`config.mk`:
```
export PLATFORM = sky130hd
export DESIGN_NAME = count_day
export DESIGN_NICKNAME = d
export VERILOG_FILES = /design/src/rtl/count_day.sv
export SDC_FILE = /design/constraint.sdc
export NUM_CORES = 1
export LEC_CHECK = 0
export ABC_AREA = 1
export CAP_MARGIN = 20
export CORE_MARGIN = 2
export CORE_UTILIZATION = 52
export CTS_CLUSTER_DIAMETER = 120
export CTS_CLUSTER_SIZE = 14
export DETAILED_ROUTE_END_ITERATION = 7
export PLACE_DENSITY_LB_ADDON = 0.08
export SLEW_MARGIN = 5
export SYNTH_ARGS = -nofsm -noshare
export SYNTH_HDL_FRONTEND = slang
export SYNTH_SLANG_ARGS = --single-unit
```
`constraint.sdc`:
```
create_clock -name clk -period 3.2 [get_ports clk]
set_clock_uncertainty 0.2 [all_clocks]
set_input_delay 0.48 -clock clk [delete_from_list [all_inputs] [get_ports clk]]
set_output_delay 0.48 -clock clk [all_outputs]
set_load 0.005 [all_outputs]
```
`src/rtl/count_day.sv`:
```
// count_day: BCD day-of-month counter for the century clock.
//
// Advances on the en_day tick from the hour counter. The last day of the
// month (dmax) comes from the month-length flags TO/T/TN and the leap flag.
// pulse_d is a combinational month carry that feeds count_month.en_mo, so
// the month advances on the same edge that wraps the day back to 01.
// While en_day is low, up/down give a manual adjust.
//
// Ports:
//   clk      - system clock; all state changes on the rising edge
//   rst      - asynchronous active-high reset; forces day 01
//   en_day   - one-cycle day tick
//   up       - manual increment, only used when en_day=0
//   down     - manual decrement, only used when en_day=0
//   TO/T/TN  - current month has 31 / 30 days / is February (TN > T > TO)
//   leap     - current year is a leap year
//   day_unit - BCD units digit of the day
//   day_ten  - BCD tens digit of the day
//   pulse_d  - month carry
//
// Optional feature: define COUNT_DAY_ADJ_EDGE_EN to make up/down act on
// rising edges only (one step per press). By default the adjust is level
// sensitive and steps once per clock while a button is held.
module count_day #(
  parameter int MAX_DISPLAY_UNIT = 4,
  parameter int MAX_DISPLAY_TEN  = 2
) (
  input  logic                        clk,
  input  logic                        rst,
  input  logic                        en_day,
  input  logic                        up,
  input  logic                        down,
  input  logic                        TO,
  input  logic                        T,
  input  logic                        TN,
  input  logic                        leap,
  output logic [MAX_DISPLAY_UNIT-1:0] day_unit,
  output logic [MAX_DISPLAY_TEN-1:0]  day_ten,
  output logic                        pulse_d
);

  localparam logic [MAX_DISPLAY_UNIT-1:0] U_ZERO  = '0;
  localparam logic [MAX_DISPLAY_UNIT-1:0] U_ONE   = MAX_DISPLAY_UNIT'(1);
  localparam logic [MAX_DISPLAY_UNIT-1:0] U_EIGHT = MAX_DISPLAY_UNIT'(8);
  localparam logic [MAX_DISPLAY_UNIT-1:0] U_NINE  = MAX_DISPLAY_UNIT'(9);
  localparam logic [MAX_DISPLAY_TEN-1:0]  T_ZERO  = '0;
  localparam logic [MAX_DISPLAY_TEN-1:0]  T_ONE   = MAX_DISPLAY_TEN'(1);
  localparam logic [MAX_DISPLAY_TEN-1:0]  T_TWO   = MAX_DISPLAY_TEN'(2);
  localparam logic [MAX_DISPLAY_TEN-1:0]  T_THREE = MAX_DISPLAY_TEN'(3);

  logic [MAX_DISPLAY_UNIT-1:0] day_unit_q, day_unit_d;
  logic [MAX_DISPLAY_TEN-1:0]  day_ten_q,  day_ten_d;

  logic [MAX_DISPLAY_UNIT-1:0] dmax_unit;
  logic [MAX_DISPLAY_TEN-1:0]  dmax_ten;
  logic [7:0]                  dmax;
  logic [7:0]                  cur;
  logic                        valid;

  logic [MAX_DISPLAY_UNIT-1:0] inc_unit, dec_unit;
  logic [MAX_DISPLAY_TEN-1:0]  inc_ten,  dec_ten;

  logic                        up_step, down_step;

  // Manual adjust qualification
`ifdef COUNT_DAY_ADJ_EDGE_EN
  logic up_q, down_q;

  always_ff @(posedge clk or posedge rst) begin
    if (rst) begin
      up_q   <= 1'b0;
      down_q <= 1'b0;
    end else begin
      up_q   <= up;
      down_q <= down;
    end
  end

  // Registers track the buttons every cycle, so an edge seen while en_day
  // is high is consumed and never replayed later.
  assign up_step   = up   & ~up_q;
  assign down_step = down & ~down_q;
`else
  assign up_step   = up;
  assign down_step = down;
`endif

  // Last day of the current month, both as BCD digits and as a binary value
  always_comb begin
    if (TN) begin
      dmax_ten  = T_TWO;
      dmax_unit = leap ? U_NINE : U_EIGHT;
    end else if (T) begin
      dmax_ten  = T_THREE;
      dmax_unit = U_ZERO;
    end else begin
      dmax_ten  = T_THREE;
      dmax_unit = U_ONE;
    end
    dmax = 8'(dmax_ten) * 8'd10 + 8'(dmax_unit);
  end

  assign cur   = 8'(day_ten_q) * 8'd10 + 8'(day_unit_q);
  assign valid = (day_unit_q <= U_NINE) && (cur != 8'd0) && (cur <= 8'd39);

  // BCD increment / decrement of the current day
  always_comb begin
    if (day_unit_q == U_NINE) begin
      inc_unit = U_ZERO;
      inc_ten  = day_ten_q + T_ONE;
    end else begin
      inc_unit = day_unit_q + U_ONE;
      inc_ten  = day_ten_q;
    end

    if (day_unit_q == U_ZERO) begin
      dec_unit = U_NINE;
      dec_ten  = day_ten_q - T_ONE;
    end else begin
      dec_unit = day_unit_q - U_ONE;
      dec_ten  = day_ten_q;
    end
  end

  // Next-day selection, first matching rule wins
  always_comb begin
    day_unit_d = day_unit_q;
    day_ten_d  = day_ten_q;
    if (!valid) begin
      day_unit_d = U_ONE;
      day_ten_d  = T_ZERO;
    end else if (en_day) begin
      if (cur >= dmax) begin
        day_unit_d = U_ONE;
        day_ten_d  = T_ZERO;
      end else begin
        day_unit_d = inc_unit;
        day_ten_d  = inc_ten;
      end
    end else if (cur > dmax) begin
      // Month shortened underneath us: pull back to its last day
      day_unit_d = dmax_unit;
      day_ten_d  = dmax_ten;
    end else if (up_step && !down_step) begin
      if (cur == dmax) begin
        day_unit_d = U_ONE;
        day_ten_d  = T_ZERO;
      end else begin
        day_unit_d = inc_unit;
        day_ten_d  = inc_ten;
      end
    end else if (down_step && !up_step) begin
      if (cur == 8'd1) begin
        day_unit_d = dmax_unit;
        day_ten_d  = dmax_ten;
      end else begin
        day_unit_d = dec_unit;
        day_ten_d  = dec_ten;
      end
    end
  end

  always_ff @(posedge clk or posedge rst) begin
    if (rst) begin
      day_unit_q <= U_ONE;
      day_ten_q  <= T_ZERO;
    end else begin
      day_unit_q <= day_unit_d;
      day_ten_q  <= day_ten_d;
    end
  end

  // Zero-latency carry so count_month steps on the same edge as the wrap;
  // under reset cur is 01, which keeps this low.
  assign pulse_d  = en_day & valid & (cur >= dmax);

  assign day_unit = day_unit_q;
  assign day_ten  = day_ten_q;

endmodule

```
== After elaboration in Yosys (flattened, before gate mapping) ==
Index checks and enable logic that the tools add are counted.

* Register bits after elaboration: 6
* Word-level logic and storage cells: 54

* Add/subtract/negate cells: 6
* $mul: 2
* Equal/unequal tests: 5
* Bitwise operators: 2
* Magnitude comparators: 4
* Muxes and demuxes: 24
* Reductions and logical operators: 9

{| class="wikitable"
|+ Operator list
! operator !! number
|-
| $mux 4 || 11
|-
| $mux 2 || 10
|-
| $add 6x4->7 || 2
|-
| $mul 2x3->5 const B || 2
|-
| $reduce_bool 8->1 || 1
|-
| $eq 7x1->1 const B || 1
|-
| $eq 7x7->1 || 1
|-
| $ge 7x7->1 || 1
|-
| $gt 7x7->1 || 1
|-
| $le 7x6->1 const B || 1
|-
| $ne 6x2->1 const B || 1
|-
| $ne 5x2->1 const B || 1
|-
| $add 4x1->4 const B || 1
|-
| $eq 4x4->1 const B || 1
|-
| $le 4x4->1 const B || 1
|-
| $logic_and 1x1->1 || 4
|-
| $logic_not 4->1 || 1
|-
| $sub 4x1->4 const B || 1
|-
| $mux 1 || 3
|-
| $add 2x1->2 const B || 1
|-
| $and 1x1->1 || 2
|-
| $logic_not 1->1 || 2
|-
| $reduce_and 2->1 || 1
|-
| $sub 2x1->2 const B || 1
|}

== Depth between registers and ports, before layout ==
* Word-level depth: 9
* Depth in mapped cells: 15

== Least setup slack after synthesis ==
Ideal clock, no wire load.

* Path kind: register -> output
* Start: register day_ten_q[0] (netlist: day_ten[0])
* End: output port pulse_d
* Required time: 2.520 ns
* Path slack: 0.737 ns
* Stages on the path, launching flop included: 9
* Arrival: 1.783 ns
* Cell sequence: dfrtp_1 ha_1 fa_1 nand3_1 inv_1 nand4_2 nand3_1 inv_1 nor2_1

* Longest elaborated chain between the ends: 7

{| class="wikitable"
|+ RTL lines
! element !! RTL line !! source
|-
| start: declaration || 52 || <nowiki>logic [MAX_DISPLAY_TEN-1:0] day_ten_q, day_ten_d;</nowiki>
|-
| start signal: assignment || 169 || <nowiki>day_ten_q <= day_ten_d;</nowiki>
|-
| $mul 2x3->5 * || 103 || <nowiki>assign cur = 8'(day_ten_q) * 8'd10 + 8'(day_unit_q);</nowiki>
|-
| $add 6x4->7 * || 103 ||
|-
| parallel branches: the longest is 4 deep, another holds $le 7x6->1 || -- ||
|-
| $and 1x1->1 * || 175 || <nowiki>assign pulse_d = en_day & valid & (cur >= dmax);</nowiki>
|-
| end: declaration || 39 || <nowiki>output logic pulse_d</nowiki>
|}

Every way passes the cells marked *.

== Worst setup path after layout ==
* Start: input port TN
* End: register day_unit_q[3] (netlist: day_unit[3])

* Longest elaborated chain between the ends: 9

{| class="wikitable"
|+ RTL lines
! element !! RTL line !! source
|-
| start: declaration || 35 || <nowiki>input logic TN,</nowiki>
|-
| parallel branches: the longest is 9 deep, another holds $add 6x4->7 || -- ||
|-
| end signal: assignment || 168 || <nowiki>day_unit_q <= day_unit_d;</nowiki>
|-
| end: declaration || 51 || <nowiki>logic [MAX_DISPLAY_UNIT-1:0] day_unit_q, day_unit_d;</nowiki>
|}

Parallel ways; which one is timed is not known. The select of a mux whose other input is x is not followed.
A chain may end at the register's enable or synchronous reset.

==> impl_metrics.ini <==
[final_layout]
nets = 217
n_fill_cell = 148
antenna_cells = 0
final_layout_size_suffix_gt1_share_pct = 13.9
regArea_sq_um = 151
instances_no_fill = 226
multiInputGateArea_sq_um = 682
area_growth_pct = 32.8

[die]
num_rows = 15
initial_utilization_pct = 54.7
io_pins = 16
die_x_microns = 46.4
coreArea_sq_um = 1710
die-area_sq_um = 2150
die_h_microns = 46.4

[route]
antenna_left = 0
drt_iter0_markers = 42
via_per_inst = 5.31
first_pass_iters = 4
drc = 0
vias = 1200
wire_per_inst_microns = 11.5
routed_wl_microns = 2590

[sta]
rsz0062_at_grt = false
worst_pin_slew_ps = 332
max_slew_margin_pct = 77.8
period_minus_slack_ps = 3000
fin_tns_setup_ps = 0
slew_viol_final = 0
setup_viol = 0
final.period_utilization_pct = 93.8
hold_viol_final = 0
max_freq_ghz = 0.333

[setup_path]
startpoint = TN
worstReg2RegStart = day_unit[1]$_DFFE_PP0P_
r2r-end = day_unit[3]$_DFFE_PP0P_
endpoint_kind = flip-flop
critPathCapture = day_unit[3]$_DFFE_PP0P_
crit_path_start_kind = input pin
cp_max_fo = 4
required_ps = 3180
r2r_setup_slack_ps = 210
reg2reg_depth = 17
crit_type = in2reg
cp.arrival_ps = 2980

[synthesis]
syn-num-nets = 184
synth_edf_count = 0
avgSynthCellArea_sq_um = 5.52
synth_common_cells = nand2_1, inv_1, nor2_1
yosys_warnings = 0
synth_largest_area_cell = nand2_1
syn_area_sq_um = 933
yosysMostFrequentCell = nand2_1
synth_top_area_share_pct = 24.9
synth-seq-area-share_pct = 16.2
synthArstFlopShare_pct = 100
syn-instance-count = 169
ys.flop_type = dfrtp_1
ys_ff_latch = 6
yosysUniqueCellTypes = 20
synth_area_leaders = nand2_1, dfrtp_1, inv_1

[placement]
io_buffers = 14
dp.cells = 216
dp_hpwl_microns = 2060
gp_congestion = 0.906

[global_route]
antenna_found_initial = 0
grt_first_pass_wirelength_microns = 4420
grt_overflow = 0
gr-usage-all-layers_pct = 28.5
grt_pass1_vias = 1115
grt_max_degree = 9

[power]
power_mw = 1.57
p_leak_nw = 0.742
power_per_cell_area_nw_per_um2 = 1270
peakVddDrop_mv = 0.823

[run_status]
status = completed

[clock_tree]
cts_sinks = 6
numCtsBuffers = 3
cts_max_path_buffers = 2
clock-root-buffer = clkbuf_4
cts_tree = done
clk_latency_ps = 250
htreeDepth = 1
path_clk_slew_ps = 50

[hold_path]
hold_path_class = in2async

[job]
maxCapViolCount = 0
metal layers:
layer	routed length, microns	vias up	share of wire, %	global-route usage (%)
li1	-	595	-	-
met4	84	0	3.2	14.3
met2	1230	60	47	45.6
met1	1110	531	43	35.3
met5	0	-	0	0
met3	169	14	6.5	6.67
how the worst min path moves through the flow:
stage	start	endpoint	slack, ps	cells past startpoint
2_1_floorplan	rst	day_ten[0]$_DFFE_PP0P_	70	1
3_3_place_gp	day_unit[0]$_DFFE_PP1P_	day_unit[0]$_DFFE_PP1P_	340	2
3_5_place_dp	day_unit[0]$_DFFE_PP1P_	day_unit[0]$_DFFE_PP1P_	340	2
4_1_cts	rst	day_unit[3]$_DFFE_PP0P_	260	2
5_1_grt	rst	day_unit[3]$_DFFE_PP0P_	270	2
6_report	rst	day_ten[0]$_DFFE_PP0P_	250	2
logic make-up after synthesis:
group | Yosys count | synth area share, %
buffers and inverters | 28 | 11.3
DFF | 6 | 16.2
xor gates and xnor gates | 2 | 1.88
and+or+nand+nor | 113 | 53.9
adders and majority gates | 6 | 8.85
AOI/OAI and AO/OA | 14 | 7.91
registers in the layout, indices dropped and copies added, names as in the netlist:
| signal | count |
|---|---|
| day_unit | 4 |
| day_ten | 2 |
metrics by stage:
step / utilization, % / setup slack, ps / hold WS [ps] / instance area, sq um
final: 72.6 / 199 / 248 / 1240
after global routing: 72.6 / 14.6 / 272 / 1240
after CTS: 72.5 / 75.8 / 257 / 1240
after detailed placement: 68.2 / 33.8 / 343 / 1160
after global placement: 68.2 / 95.1 / 339 / 1160
after floorplan: - / 737 / 70.2 / 933
power breakdown:
group	switching (mW)	internal (mW)
clock network	0.0337	0.0476
registers	0.0414	0.124
logic	0.760	0.562
total	0.836	0.733
layout by cell type, fill, tap and decap left out, types with 2 or more instances in the layout:
cell,synthesis,final
o21ai_1,0,2
nand3_1,17,17
o21ai_0,9,7
clkbuf_4,0,3
ha_1,5,4
inv_1,28,28
nand2_2,3,3
a21oi_1,4,4
nand4_1,4,4
buf_4,0,14
nand2_1,62,62
dfrtp_1,5,5
clkdlybuf4s50_1,0,13
nor2_1,22,21
worst max-delay path, cell delays in order:
cell	delay, ps
clkdlybuf4s50_1	530
nand2_1	60
o21ai_1	110
ha_1	260
nand3_1	80
inv_1	50
nand4_2	90
nand3_1	100
buf_4	140
buf_4	120
buf_4	120
buf_4	120
buf_4	130
buf_4	120
nor2_2	160
nand2_1	70
nand2_1	60
inv_1	40
a21oi_1	130
layout make-up:
cell class / count / share of cell area (%)
well taps: 25 / 2.52
flip-flops and latches: 6 / 12.2
inverters: 28 / 8.48
clock buffers: 4 / 2.12
repair buffers: 28 / 19.7
multi-input cells: 135 / 55.0
repair_timing:
item	CTS	global route
resized for setup	3	2
gates cloned	0	0
buffers inserted	6	0
pin swaps	2	0
hold buffers	0	0
setup endpoints to repair	1	4
Note: power is estimated with default switching activity, not from simulation.
